<file path="config.mk">
export PLATFORM = sky130hd
export DESIGN_NAME = wb_rst_seq
export DESIGN_NICKNAME = d
export VERILOG_FILES = /design/src/rtl/wb_rst_seq_pkg.sv /design/src/rtl/wb_rst_seq.sv
export SDC_FILE = /design/constraint.sdc
export NUM_CORES = 1
export LEC_CHECK = 0
export CAP_MARGIN = 20
export CORE_MARGIN = 2
export CORE_UTILIZATION = 46
export CTS_CLUSTER_SIZE = 16
export DETAILED_ROUTE_END_ITERATION = 8
export PLACE_DENSITY_LB_ADDON = 0.05
export SLEW_MARGIN = 20
export SYNTH_ARGS = -nofsm -noshare
export SYNTH_HDL_FRONTEND = slang
export SYNTH_SLANG_ARGS = --single-unit
</file>
<file path="constraint.sdc">
create_clock -name clk_i -period 2.6 [get_ports clk_i]
set_input_delay 0.65 -clock clk_i [delete_from_list [all_inputs] [get_ports clk_i]]
set_output_delay 0.65 -clock clk_i [all_outputs]
set_load 0.01 [all_outputs]
</file>
<file path="src/rtl/wb_rst_seq_pkg.sv">
// Shared types and helpers for the Wishbone SYSCON reset sequencer.
package wb_rst_seq_pkg;

   // Sequencer state: RUN = all resets released, HOLD = rst_o[0] held,
   // STAGE = releasing higher stages one by one.
   typedef enum logic [1:0] {
      RUN   = 2'd0,
      HOLD  = 2'd1,
      STAGE = 2'd2
   } wb_rst_seq_state_t;

   // Counter width large enough for the longer of the two intervals,
   // never narrower than one bit.
   function automatic int cnt_width(input int hold, input int gap);
      int m;
      m = (hold > gap) ? hold : gap;
      cnt_width = (m > 1) ? $clog2(m) : 1;
   endfunction

   // Width of the stage index, never narrower than one bit.
   function automatic int stage_width(input int stages);
      stage_width = (stages > 1) ? $clog2(stages) : 1;
   endfunction

endpackage

</file>
<file path="src/rtl/wb_rst_seq.sv">
// Wishbone SYSCON reset generator: merges the system reset with level
// reset requests and releases staged rst_o outputs in index order after a
// minimum hold time. All outputs come straight from flops.
module wb_rst_seq
   import wb_rst_seq_pkg::*;
#(
   parameter int N_SRC       = 4,
   parameter int STAGES      = 2,
   parameter int HOLD_CYCLES = 16,
   parameter int GAP_CYCLES  = 4
) (
   input  logic              clk_i,
   input  logic              sync_rst_i,
   input  logic [N_SRC-1:0]  rst_req_i,
   input  logic              cause_clr_i,
   output logic [STAGES-1:0] rst_o,
   output logic              busy_o,
   output logic [N_SRC:0]    cause_o
);

   localparam int CW = cnt_width(HOLD_CYCLES, GAP_CYCLES);
   localparam int SW = stage_width(STAGES);

   localparam logic [CW-1:0] HOLD_LAST  = CW'(HOLD_CYCLES - 1);
   localparam logic [CW-1:0] GAP_LAST   = CW'(GAP_CYCLES - 1);
   localparam logic [CW-1:0] CNT_ONE    = CW'(1);
   localparam logic [SW-1:0] STAGE_ONE  = SW'(1);
   localparam logic [SW-1:0] STAGE_LAST = SW'(STAGES - 1);

   // Elaboration-time parameter range checks.
   if (N_SRC < 1) begin : g_bad_n_src
      $error("wb_rst_seq: N_SRC must be >= 1");
   end
   if (STAGES < 1) begin : g_bad_stages
      $error("wb_rst_seq: STAGES must be >= 1");
   end
   if (HOLD_CYCLES < 1) begin : g_bad_hold
      $error("wb_rst_seq: HOLD_CYCLES must be >= 1");
   end
   if (GAP_CYCLES < 1) begin : g_bad_gap
      $error("wb_rst_seq: GAP_CYCLES must be >= 1");
   end

   wb_rst_seq_state_t state_r, state_nxt_s;
   logic [CW-1:0]     cnt_r, cnt_nxt_s;
   logic [SW-1:0]     stage_r, stage_nxt_s;
   logic [STAGES-1:0] rst_r, rst_nxt_s;
   logic              busy_r, busy_nxt_s;
   logic [N_SRC:0]    cause_r, cause_nxt_s;

   // Next-state, counter, stage and cause computation.
   always_comb begin
      state_nxt_s = state_r;
      cnt_nxt_s   = cnt_r;
      stage_nxt_s = stage_r;
      rst_nxt_s   = rst_r;
      busy_nxt_s  = busy_r;

      // Clear only when idle; a request arriving with the clear survives.
      if ((state_r == RUN) && cause_clr_i) begin
         cause_nxt_s = {1'b0, rst_req_i};
      end else begin
         cause_nxt_s = cause_r | {1'b0, rst_req_i};
      end

      if (|rst_req_i) begin
         // Any request restarts the whole sequence from the top.
         state_nxt_s = HOLD;
         cnt_nxt_s   = '0;
         stage_nxt_s = '0;
         rst_nxt_s   = '1;
         busy_nxt_s  = 1'b1;
      end else begin
         case (state_r)
            HOLD: begin
               if (cnt_r == HOLD_LAST) begin
                  rst_nxt_s[0] = 1'b0;
                  cnt_nxt_s    = '0;
                  stage_nxt_s  = STAGE_ONE;
                  if (STAGES == 1) begin
                     state_nxt_s = RUN;
                     busy_nxt_s  = 1'b0;
                  end else begin
                     state_nxt_s = STAGE;
                  end
               end else begin
                  cnt_nxt_s = cnt_r + CNT_ONE;
               end
            end
            STAGE: begin
               if (cnt_r == GAP_LAST) begin
                  rst_nxt_s[stage_r] = 1'b0;
                  cnt_nxt_s          = '0;
                  if (stage_r == STAGE_LAST) begin
                     state_nxt_s = RUN;
                     busy_nxt_s  = 1'b0;
                     stage_nxt_s = '0;
                  end else begin
                     stage_nxt_s = stage_r + STAGE_ONE;
                  end
               end else begin
                  cnt_nxt_s = cnt_r + CNT_ONE;
               end
            end
            RUN: begin
               rst_nxt_s  = '0;
               busy_nxt_s = 1'b0;
               cnt_nxt_s  = '0;
            end
            default: begin
               // Illegal encoding: fall back to a full reset sequence.
               state_nxt_s = HOLD;
               cnt_nxt_s   = '0;
               stage_nxt_s = '0;
               rst_nxt_s   = '1;
               busy_nxt_s  = 1'b1;
            end
         endcase
      end
   end

   // State registers with synchronous system reset taking priority.
   always_ff @(posedge clk_i) begin
      if (sync_rst_i) begin
         state_r <= HOLD;
         cnt_r   <= '0;
         stage_r <= '0;
         rst_r   <= '1;
         busy_r  <= 1'b1;
         cause_r <= {1'b1, {N_SRC{1'b0}}};
      end else begin
         state_r <= state_nxt_s;
         cnt_r   <= cnt_nxt_s;
         stage_r <= stage_nxt_s;
         rst_r   <= rst_nxt_s;
         busy_r  <= busy_nxt_s;
         cause_r <= cause_nxt_s;
      end
   end

   assign rst_o   = rst_r;
   assign busy_o  = busy_r;
   assign cause_o = cause_r;

endmodule

</file>
==> out/summary.json <==
{
  "clock_tree": {
    "clkLatencyLatePin_ps": 280,
    "cts_repair_resize_count": 0,
    "ctsLongestPathBuffers": 2,
    "cts-buffers-inserted": 3,
    "cts.repair_timing.setup_buffer_count": 0,
    "clock_pin_slew_reported_for_the_worst_setup_and_hold_paths_after_clock_tree_synthesis_ps": 80,
    "tritoncts_clock_tree": "done",
    "post_cts_hold_buffer_count": 0,
    "root_buffer": "clkbuf_4",
    "cts_num_sinks": 15,
    "cts-htree-levels": 1
  },
  "worst_hold_path": {
    "hold_path.class": "reg -> reg",
    "hold_path_startpoint": "cause_o[4]",
    "holdPathStages": 2
  },
  "finish": {
    "sequential_cell_area_um2": 300,
    "layout-area-overhead-vs-synth_pct": 29.4,
    "multiInputGateArea_um2": 329,
    "post_layout_nonfiller_instances": 104,
    "fillCellCount": 126,
    "nNetsFinal": 101,
    "antenna_cells": 0,
    "layout-drive-gt1-share_pct": 8.99
  },
  "floorplanning": {
    "chipWidth_um": 41.8,
    "boundaryPins": 15,
    "initial_core_util_pct": 49.8,
    "die-area_um2": 1740,
    "die-height_um": 41.8,
    "core_area_um2": 1320,
    "placement_rows": 13
  },
  "timing": {
    "post-route-period-util_pct": 76.6,
    "tns_ps": 0,
    "setup_slack_ps": 608,
    "setup_repair_after_global_routing_missed_its_margin": "no",
    "timing.final.setup_violations": 0,
    "maxSlewHeadroom_pct": 81.9,
    "timing_worst_slew_pin_value_ps": 271,
    "clock-skew-final_ps": 1.48,
    "fin_crit_ps": 1990,
    "max_freq_mhz": 502,
    "slew_violations": 0,
    "final-hold-violation-count": 0
  },
  "routing": {
    "number_of_remaining_drc_errors": 0,
    "wl_per_cell_um": 12.3,
    "post_drt_via_cell_ratio": 5.38,
    "route.antenna.remaining_nets": 0,
    "drtPass1Iterations": 4,
    "vias": 560,
    "first_iter_violations": 9,
    "post_route_wl_um": 1280
  },
  "synth": {
    "synth_edf_count": 0,
    "post_synth_net_total": 81,
    "post_synth_inst_count": 70,
    "synth_seq_area_share_pct": 45.8,
    "netlist_top_cells_area": "dfxtp_1 (46%), ha_1 (7.6%), inv_1 (4.0%)",
    "post_synthesis_sequential_element_count": 15,
    "yosysTopAreaCellShare_pct": 45.8,
    "synth.cells.most_frequent": "dfxtp_1 (15), inv_1 (7), nor2_1 (6), a21oi_1 (5), nand3_1 (5)",
    "ys_warn_count": 0,
    "asyncSetResetFlopFracSynth_pct": 0,
    "post_synth_instance_area_um2": 656,
    "biggest_area_consumer_among_synthesized_cells": "dfxtp_1",
    "dominantRegCellSynth": "dfxtp_1",
    "synth_cell_types": 26,
    "synth.avg_cell_area_um2": 9.37,
    "synthMostInstantiatedCell": "dfxtp_1"
  },
  "worst_setup_path": {
    "timing.critical_path.max_delay_family": "simple AND/OR/NAND/NOR gates",
    "crit_path_max_incr_delay_ps": 580,
    "critical_path_cell_count": 5,
    "critPathLaunchType": "register",
    "startpoint_of_the_worst_setup_timing_path": "state_r[1]",
    "r2r_start": "state_r[1]",
    "timing.critical_path.slowest_stage_cell": "or4b_4",
    "worst-path-max-fanout": 6,
    "type_of_the_worst_setup_path": "reg -> reg",
    "cp.arrival_ps": 2170,
    "timing.critical_path.cells": "inv_1 -> ha_1 -> or4b_4 -> a311o_1 -> mux2_2",
    "cp_data_required_time_ps": 2780,
    "reg2regPathDepth": 5,
    "cp_num_buf_inv": 1,
    "cp-end-kind": "register"
  },
  "global_route": {
    "grt_pass1_wl_um": 2210,
    "first_global_vias": 527,
    "antenna_found_initial": 0,
    "grt_start_max_net_pins": 9,
    "grt_util_all_layers_pct": 16.3,
    "gr-total-overflow": 0
  },
  "run_status": {
    "run_status": "finished, final reports clean"
  },
  "placed_design": {
    "pre_cts_ws_ps": 481,
    "io_buffer_count": 14,
    "detailed_place_hpwl_um": 999,
    "gp_congestion": 0.878,
    "numPlacedInstances": 100
  },
  "power": {
    "design_power_total_uw": 398,
    "power.ir.vdd_worst_mv": 0.242,
    "p_leak_nw": 0.372,
    "pwr_density_cell_nw_per_um2": 469
  },
  "run": {
    "cap_viol_max_count": 0
  }
}
[layout by cell type (no fill, tap or decap), drive strengths merged, types with 4 or more instances in the layout]
cell | netlist | routed
nor2 | 6 | 6
ha | 4 | 4
nand3 | 5 | 5
nand2 | 4 | 4
inv | 7 | 7
a21oi | 5 | 5
dfxtp | 15 | 15
clkbuf | 0 | 4
o21ai | 4 | 4
clkdlybuf4s50 | 0 | 14
[per-layer routing]
metal | global-route usage [%] | vias to the layer above | share of wire (%)
met5 | 0 | - | 0
met3 | 3.48 | 2 | 5.1
met1 | 19.5 | 255 | 47
met4 | 8.39 | 0 | 0.94
li1 | - | 291 | -
met2 | 27.2 | 12 | 47
[per-stage QoR]
step                hold slack, ps  area [um2]  util, %
finish                         456         848     64.4
global route                   499         848     64.4
CTS                            464         848     64.4
detailed placement             447         822     62.4
global placement               436         822     62.4
floorplan                      430         656        -
[power by group]
part / switching, mW / total [mW] / internal (mW)
Clock: 0.0719 / 0.131 / 0.0596
Sequential: 0.00239 / 0.237 / 0.234
Combinational: 0.0116 / 0.0301 / 0.0184
Total: 0.0859 / 0.398 / 0.312
[path summary, 6_finish.rpt]
check                    end  slack, ps
hold / removal    cause_o[4]        460
setup / recovery  state_r[0]        610
hold reg to reg   cause_o[4]        460
setup reg to reg  state_r[0]        610
[kinds of logic after synthesis]
logic type / Yosys count / synth area share (%)
compound gates: 16 / 16.0
xor+xnor: 2 / 2.67
fa+ha+maj: 4 / 7.63
buf+inv: 7 / 4.01
flops: 15 / 45.8
mux: 2 / 3.24
simple gates: 24 / 20.6
[worst reg2reg max path, cell delays in order, from the launching register on]
cell	delay [ps]
dfxtp_1	340
inv_1	70
ha_1	260
or4b_4	580
a311o_1	370
mux2_2	280
[flip-flops by register name, indices dropped and copies added, names as in the netlist]
name,flops
state_r,2
rst_o,2
cnt_r,4
busy_o,1
stage_r,1
cause_o,5
[layout make-up]
class	instances	area share [%]
Inverter	7	3.10
Timing Repair Buffer	15	17.4
Tap cell	15	2.21
Sequential cell	15	35.4
Multi-Input combinational cell	48	38.8
Clock buffer	4	3.10
No activity file was read; power rests on OpenSTA's default activity.
